**config.mk**
```make
export PLATFORM = sky130hd
export DESIGN_NAME = comparador_pin
export DESIGN_NICKNAME = d
export VERILOG_FILES = /design/src/rtl/pin_pkg.sv /design/src/rtl/temporizador_inatividade.sv /design/src/rtl/comparador_pin.sv
export SDC_FILE = /design/constraint.sdc
export NUM_CORES = 1
export LEC_CHECK = 0
export ABC_AREA = 1
export CORE_AREA = 2 2 78 65
export CTS_CLUSTER_DIAMETER = 100
export DETAILED_ROUTE_END_ITERATION = 10
export DIE_AREA = 0 0 80 67
export GPL_TIMING_DRIVEN = 0
export PLACE_DENSITY_LB_ADDON = 0.2
export SYNTH_ARGS = -nofsm -noshare
export SYNTH_HDL_FRONTEND = slang
export SYNTH_SLANG_ARGS = --single-unit
```
**constraint.sdc**
```tcl
create_clock -name clk -period 1.65 [get_ports clk]
set_clock_uncertainty 0.15 [all_clocks]
set_input_delay 0.2475 -clock clk [delete_from_list [all_inputs] [get_ports clk]]
set_output_delay 0.2475 -clock clk [all_outputs]
set_load 0.01 [all_outputs]
```
**src/rtl/pin_pkg.sv**
```systemverilog
// Shared definitions for the PIN-entry front end: FSM state encoding and BCD limits.
package pin_pkg;

    typedef enum logic [1:0] {
        ESPERA   = 2'd0,
        ENTRADA  = 2'd1,
        COMPARA  = 2'd2,
        BLOQUEIO = 2'd3
    } estado_t;

    localparam logic [3:0] BCD_MAX = 4'd9;

endpackage

```
**src/rtl/temporizador_inatividade.sv**
```systemverilog
// Idle timer for PIN entry: counts cycles while active, restarts on every key,
// and flags expiry once the count reaches TIMEOUT_CICLOS-1.
module temporizador_inatividade #(
    parameter int TIMEOUT_CICLOS = 1000
) (
    input  logic clk,
    input  logic rst_n,
    input  logic ativo,
    input  logic limpa,
    output logic expira
);
    localparam int CW = (TIMEOUT_CICLOS > 1) ? $clog2(TIMEOUT_CICLOS) : 1;
    localparam logic [CW-1:0] LIMITE = CW'(TIMEOUT_CICLOS - 1);

    logic [CW-1:0] cnt_q, cnt_d;

    // Saturates at LIMITE so a stalled FSM never sees the count wrap back to zero.
    always_comb begin
        cnt_d = cnt_q;
        if (!ativo || limpa) begin
            cnt_d = '0;
        end else if (cnt_q != LIMITE) begin
            cnt_d = cnt_q + CW'(1);
        end
    end

    always_ff @(posedge clk) begin
        if (!rst_n) begin
            cnt_q <= '0;
        end else begin
            cnt_q <= cnt_d;
        end
    end

    assign expira = ativo && (cnt_q == LIMITE);

endmodule

```
**src/rtl/comparador_pin.sv**
```systemverilog
// PIN-entry front end: collects keypad digits, compares against the stored PIN,
// pulses match/mismatch and locks out entry once the attempt counter ejects.
module comparador_pin
    import pin_pkg::*;
#(
    parameter int DIGITOS        = 4,
    parameter int TIMEOUT_CICLOS = 1000
) (
    input  logic                   clk,
    input  logic                   rst_n,
    input  logic                   tecla_valida,
    input  logic [3:0]             tecla,
    input  logic                   confirma,
    input  logic                   apaga,
    input  logic [4*DIGITOS-1:0]   pin_ref,
    input  logic                   ejeta,
    output logic                   saida_comparador,
    output logic                   acesso_ok,
    output logic [3:0]             n_digitos,
    output logic                   bloqueado
);
    localparam int         BW    = 4 * DIGITOS;
    localparam logic [3:0] N_MAX = 4'(DIGITOS);

    estado_t       estado_q, estado_d;
    logic [BW-1:0] buf_q, buf_d;
    logic [3:0]    n_q, n_d;
    logic          ok_q, ok_d;
    logic          mis_q, mis_d;
    logic          pend_q, pend_d;
    logic          digito_ok;
    logic          em_entrada;
    logic          expira;

    assign digito_ok  = tecla_valida && (tecla <= BCD_MAX);
    assign em_entrada = (estado_q == ENTRADA);

    temporizador_inatividade #(
        .TIMEOUT_CICLOS(TIMEOUT_CICLOS)
    ) u_temporizador (
        .clk    (clk),
        .rst_n  (rst_n),
        .ativo  (em_entrada),
        .limpa  (digito_ok),
        .expira (expira)
    );

    always_comb begin
        estado_d = estado_q;
        buf_d    = buf_q;
        n_d      = n_q;
        ok_d     = 1'b0;
        mis_d    = 1'b0;
        pend_d   = 1'b0;
        unique case (estado_q)
            ESPERA: begin
                // A short confirm leaves its mismatch pending so it lines up with COMPARA timing.
                mis_d = pend_q;
                if (digito_ok) begin
                    buf_d[3:0] = tecla;
                    n_d        = 4'd1;
                    estado_d   = ENTRADA;
                end
            end
            ENTRADA: begin
                if (apaga) begin
                    buf_d    = '0;
                    n_d      = '0;
                    estado_d = ESPERA;
                end else if (confirma) begin
                    if (n_q == N_MAX) begin
                        estado_d = COMPARA;
                    end else begin
                        buf_d    = '0;
                        n_d      = '0;
                        pend_d   = 1'b1;
                        estado_d = ESPERA;
                    end
                end else if (digito_ok) begin
                    if (n_q < N_MAX) begin
                        for (int i = 0; i < DIGITOS; i++) begin
                            if (n_q == 4'(i)) buf_d[4*i +: 4] = tecla;
                        end
                        n_d = n_q + 4'd1;
                    end
                end else if (expira) begin
                    buf_d    = '0;
                    n_d      = '0;
                    estado_d = ESPERA;
                end
            end
            COMPARA: begin
                if (buf_q == pin_ref) ok_d = 1'b1;
                else                  mis_d = 1'b1;
                buf_d    = '0;
                n_d      = '0;
                estado_d = ESPERA;
            end
            BLOQUEIO: begin
            end
            default: estado_d = ESPERA;
        endcase
        // Eject wins over everything, including a pulse due on this edge.
        if (ejeta) begin
            estado_d = BLOQUEIO;
            buf_d    = '0;
            n_d      = '0;
            ok_d     = 1'b0;
            mis_d    = 1'b0;
            pend_d   = 1'b0;
        end
    end

    always_ff @(posedge clk) begin
        if (!rst_n) begin
            estado_q <= ESPERA;
            buf_q    <= '0;
            n_q      <= '0;
            ok_q     <= 1'b0;
            mis_q    <= 1'b0;
            pend_q   <= 1'b0;
        end else begin
            estado_q <= estado_d;
            buf_q    <= buf_d;
            n_q      <= n_d;
            ok_q     <= ok_d;
            mis_q    <= mis_d;
            pend_q   <= pend_d;
        end
    end

    assign saida_comparador = mis_q;
    assign acesso_ok        = ok_q;
    assign n_digitos        = n_q;
    assign bloqueado        = (estado_q == BLOQUEIO);

endmodule
```
==> Word level (Yosys, flattened, before mapping) <==
Cells that the tools add are included.
{ "classes": {"bitwise": 4, "add_sub_neg": 2, "eq_ne": 21, "n_reduce_logical": 19, "n_mux": 33, "n_lt_le_gt_ge": 2} }
{ "op_table": {"columns": ["operator", "n"], "rows": [
  ["two-way mux 16 bit", 6],
  ["two-way mux 4 bit", 12],
  ["inequality test 5 bit (second input constant)", 8],
  ["one-hot mux 12 bit (2 select lines)", 1],
  ["one-hot mux 4 bit (3 select lines)", 2],
  ["AND reduction 5 bit", 4],
  ["== test 16 bit", 1],
  ["two-way mux 2 bit", 7],
  ["adder 10 x 1 -> 10 bit (second input constant)", 1],
  ["== test 10 bit (second input constant)", 1],
  ["inequality test 10 bit (second input constant)", 1],
  ["== test 4 x 2 -> 1 bit (second input constant)", 2],
  ["one-hot mux 2 bit (3 select lines)", 1],
  ["AND reduction 6 bit", 1],
  ["OR reduction 5 bit", 1],
  ["adder 4 x 1 -> 4 bit (second input constant)", 1],
  ["== test 2 bit (second input constant)", 2],
  ["== test 4 x 1 -> 1 bit (second input constant)", 1],
  ["== test 4 x 3 -> 1 bit (second input constant)", 1],
  ["<= comparator 4 bit (second input constant)", 1],
  ["zero test 4 bit", 1],
  ["< comparator 4 x 3 -> 1 bit (second input constant)", 1],
  ["inequality test 4 bit (second input constant)", 1],
  ["NOT 1 bit", 4],
  ["other kinds (15)", 19]
]} }
{ "word_totals": {"out_inout_bits": 7, "regBits": 35, "in_bits": 26} }

==> Longest topological paths before layout <==
{ "logic_depth": {"ltp_word": 8, "ltp_mapped": 11, "ltp_nobuf": 11} }

==> Modules after synthesis <==
From an unflattened synthesis, not the netlist that was laid out.
{ "unflattened": {"hier_cells": 340, "area_unflattened_um2": 2294.7} }
{ "modules_own_cells": {"columns": ["mod", "cells_each", "seq_area_each_um2", "area_each_um2", "n_inst"], "rows": [
  ["comparador_pin", 261, 500.5, 1749.2, 1],
  ["temporizador_inatividade", 79, 200.2, 545.5, 1]
]} }

==> Least setup slack after synthesis <==
No wires, ideal clock.
{ "synth_timing": {"kind": "register to register", "startpoint": "register estado_q[1]", "endpoint": "register n_q[2], in the netlist n_digitos[2]", "t_arrival_ps": 1482, "slack_ps": -94, "path_stages_with_launch": 12, "cell_sequence": "dfxtp_1 inv_1 ha_1 inv_2 nor3_4 nand2_2 nor2_8 nor2_2 nand2_2 inv_1 nor2_1 nor2_1"} }
{ "synth_via": {"elab_chain_len": 4, "elab_cells_between_ends": 11} }
{ "synth_lines": {"columns": ["element", "line", "source"], "rows": [
  ["from (decl)", "comparador_pin.sv:25", "estado_t estado_q, estado_d;"],
  ["from (signal assigned)", "comparador_pin.sv:123", "estado_q <= estado_d;"],
  ["== test 2 x 1 -> 1 bit", "comparador_pin.sv:36, comparador_pin.sv:55", null],
  ["logical AND 1 bit", "temporizador_inatividade.sv:35", "assign expira = ativo && (cnt_q == LIMITE);"],
  ["inequality test 5 bit (no source line)", null, null],
  ["AND reduction 5 bit (no source line)", null, null],
  ["to (signal assigned)", "comparador_pin.sv:125", "n_q <= n_d;"],
  ["to (decl)", "comparador_pin.sv:27", "logic [3:0] n_q, n_d;"]
]} }
Parallel ways exist; a longest one is shown, timed or not.
A chain may end at the register's enable or synchronous reset.

==> Worst setup path after layout <==
{ "layout_timing": {"startpoint": "register estado_q[1]", "endpoint": "register n_q[1], in the netlist n_digitos[1]"} }
Same word-level chain as after synthesis.

==> results.tsv <==
metric	value	unit
number of buffers added by the clock tree synthesis step	5	
aggregate global-route resource usage	0.216	
number of enable flip-flop cells after synthesis	0	
unique cell type count in the Yosys netlist	31	
Arr. time, crit path	1.88	ns
critical path launch point type	register	
top post-synthesis cells by count	nor2_1, nand2_1, inv_1	
1st-iter DRT viols	82	
setup TNS	-3.12	ns
quantity of I/O buffers inserted on ports	32	
RSZ-0062 raised after global routing	yes	
largest net degree at the start of global routing	12	
most instantiated flip-flop cell in the synthesis netlist	dfxtp_1	
placeable core region	4510	um2
Die Span X	80	um
Total Die Area	5360	um2
hold path startpoint	u_temporizador.cnt_q[9]	
number of warnings reported in the yosys synthesis log	0	
reg2reg setup slack	-0.19	ns
post-route worst setup slack	-0.189	ns
path depth of the worst reg2reg path	11	
maximum net fanout on the critical path	4	
post-DP HPWL	3580	um
antenna violations before repair	0	
number of synthesized register bits	35	
failing checks	setup timing	
Setup crit end kind	register	
main area contributors after synthesis	dfxtp_1, nor2_1, nand2_1	
slowest stage delay, CP	0.37	ns
Die Y	67	um
cell with the most instances after synthesis	nor2_1	
Netlist Area Pre-Place	2130	um2
initial core utilization	0.472	
sum of overflow across all layers after global routing	0	
type of the worst min-delay path	reg -> reg	
outcome	finished with violations	
cell taking the most area after synthesis	dfxtp_1	
Setup Viol. Count Final	23	
critical-path cell with the highest stage delay	dfxtp_4	
area added between synthesis and finish	42.8	%
Finished Layout Cells	423	
cell total after placement	402	
detail-routed via count per cell	4.98	
fraction of final layout cells sized beyond drive strength 1	0.267	
hold endpoint	u_temporizador.cnt_q[9]	
hold path cells	2	
WL final	5490	um
clock latency on the worst-skew pair	0.29	ns
sequential-to-total area share from yosys stat	0.329	
Final period util	1.11	
number of nets produced by synthesis	345	
post-route minimum period	1.84	ns
worst reg2reg startpoint	estado_q[1]	
Ports	33	
total number of H-tree levels	2	
Antenna Diode Count	0	
achievable clock frequency	544	MHz
Static Leakage	1.34	nW
core utilization of the finished layout	0.674	
wire length per cell	13.0	um
ys async rst share	0	
clock net sink count	35	
first-pass GRT wire length	9090	um
power density relative to cell area	835	nW/um2
Worst Setup Path Type	reg -> reg	
top cell type's share of synthesized area	0.329	
Worst-path clk slew	0.07	ns
worst-margin pin slew	0.359	ns
first drt pass iteration count	4	
worst endpoint required time	1.69	ns
gate count of the mapped netlist	310	
routability congestion estimate	0.932	
fill count	401	
Max Buffers Root-to-Sink	2	
worst max-slew margin expressed relative to the limit	0.761	
chain of cells forming the critical path	inv_4 > ha_4 > inv_2 > nor3_4 > nand4_1 > nand2_2 > inv_2 > nand2_4 > inv_2 > nor2_1 > nor2_1	
cell with the most instances on the worst path	inv_2	
clock root buffer	clkbuf_8	
maximum vdd drop	0.000539	V
number of max-slew violations in the final report	0	
endpoints failing hold	0	
vias post-DR	2106	
synthesized area per cell	6.87	um2
capturing point of the worst reg2reg path	n_digitos[1]	
post-route antenna net violation count	0	
Max-Cap Viols	0	
post-detailed-route DRC marker count	0	
CTS tree	yes	
Std-Cell Rows	22	
post-layout net count	397	
via count of the first global-routing pass	2020	
stage by stage:
stage               hold WS [ns]  area [um2]  setup slack, ns  total power [mW]
detailed placement         0.319        2550           -0.507              1.50
floorplan                  0.176        2150          -0.0386              1.33
CTS                        0.331        2880           -0.131              2.47
finish                     0.342        3040           -0.189              2.54
global placement           0.311        2550           -0.512              1.50
global route               0.366        3040           -0.326              2.67
metal layers:
metal,up-vias,part of all wire,track usage
met4,0,0.010,0.0530
met5,-,0,0
met1,963,0.48,0.293
met2,41,0.46,0.357
li1,1095,-,-
met3,7,0.046,0.0379
cell families (layout without fill, tap and decap cells):
logic type | Yosys count | count (layout) | share of synthesized area
buffers and inverters | 41 | 94 | 0.0722
AO/OA/AOI/OAI | 27 | 27 | 0.0758
XOR/XNOR | 18 | 18 | 0.0740
flip-flops | 35 | 35 | 0.329
adder cells (fa/ha/maj) | 9 | 9 | 0.0528
AND/OR/NAND/NOR | 180 | 180 | 0.396
state kept, by name (all words and copies together), names as in the netlist:
register,cells
acesso_ok,1
buf_q,16
estado_q,2
n_digitos,4
pend_q,1
saida_comparador,1
u_temporizador.cnt_q,10
placed cells by master, fill, tap and decap left out, types with 3 or more instances in the layout:
| cell type | netlist | layout |
|---|---|---|
| inv_2 | 2 | 6 |
| clkdlybuf4s50_1 | 0 | 27 |
| nand4_1 | 11 | 11 |
| a21oi_1 | 11 | 9 |
| dlygate4sd2_1 | 0 | 3 |
| ha_4 | 0 | 3 |
| nand3_2 | 1 | 10 |
| dfxtp_2 | 0 | 4 |
| inv_1 | 37 | 31 |
| nor2_2 | 3 | 6 |
| clkbuf_8 | 0 | 5 |
| nand2_2 | 4 | 16 |
| nand2_4 | 2 | 5 |
| ha_1 | 9 | 5 |
| nor2_1 | 66 | 57 |
| buf_6 | 0 | 3 |
| dfxtp_1 | 35 | 28 |
| buf_4 | 0 | 9 |
| nand3_1 | 21 | 10 |
| dfxtp_4 | 0 | 3 |
| nand2_1 | 60 | 45 |
| o21ai_0 | 8 | 7 |
| nor2_4 | 2 | 8 |
| xnor2_1 | 16 | 16 |
timing repair:
item	in CTS	in global routing
setup endpoints to repair	30	29
hold endpoints to repair	0	0
buffers inserted	11	2
hold buffers	0	0
gates resized for setup	40	40
pin swaps	16	4
cloned	0	0
cell type report:
type	count	area, um2	share of cell area
timing repair buffer	45	443	0.146
inverter	39	151	0.0498
sequential	35	717	0.236
multi-input combinational	234	1510	0.498
clock inverter	2	60.1	0.0197
clock buffer	6	72.6	0.0238
tap	60	75.1	0.0247
buffer	2	10.0	0.00329
power breakdown:
part	total [mW]	switching [mW]	internal (mW)
logic	0.674	0.377	0.296
clock network	0.939	0.334	0.604
registers	0.929	0.0386	0.891
critical path: cells and delay by family, from the launching register on:
family                     cells  cell delay (ns)
adders and majority gates      1             0.14
buffers and inverters          4             0.23
and+or+nand+nor                6             0.85
DFF                            1             0.37
how the worst max path moves through the flow:
| stage | end | slack [ns] | from | cells after the start |
|---|---|---|---|---|
| floorplan | n_digitos[2] | -0.04 | estado_q[1] | 11 |
| global placement | buf_q[1] | -0.51 | tecla[1] | 9 |
| detailed placement | buf_q[1] | -0.51 | tecla[1] | 9 |
| CTS | buf_q[4] | -0.13 | estado_q[1] | 11 |
| global route | buf_q[13] | -0.33 | estado_q[1] | 12 |
| finish | n_digitos[1] | -0.19 | estado_q[1] | 11 |
No activity file was read; power rests on OpenSTA's default activity.
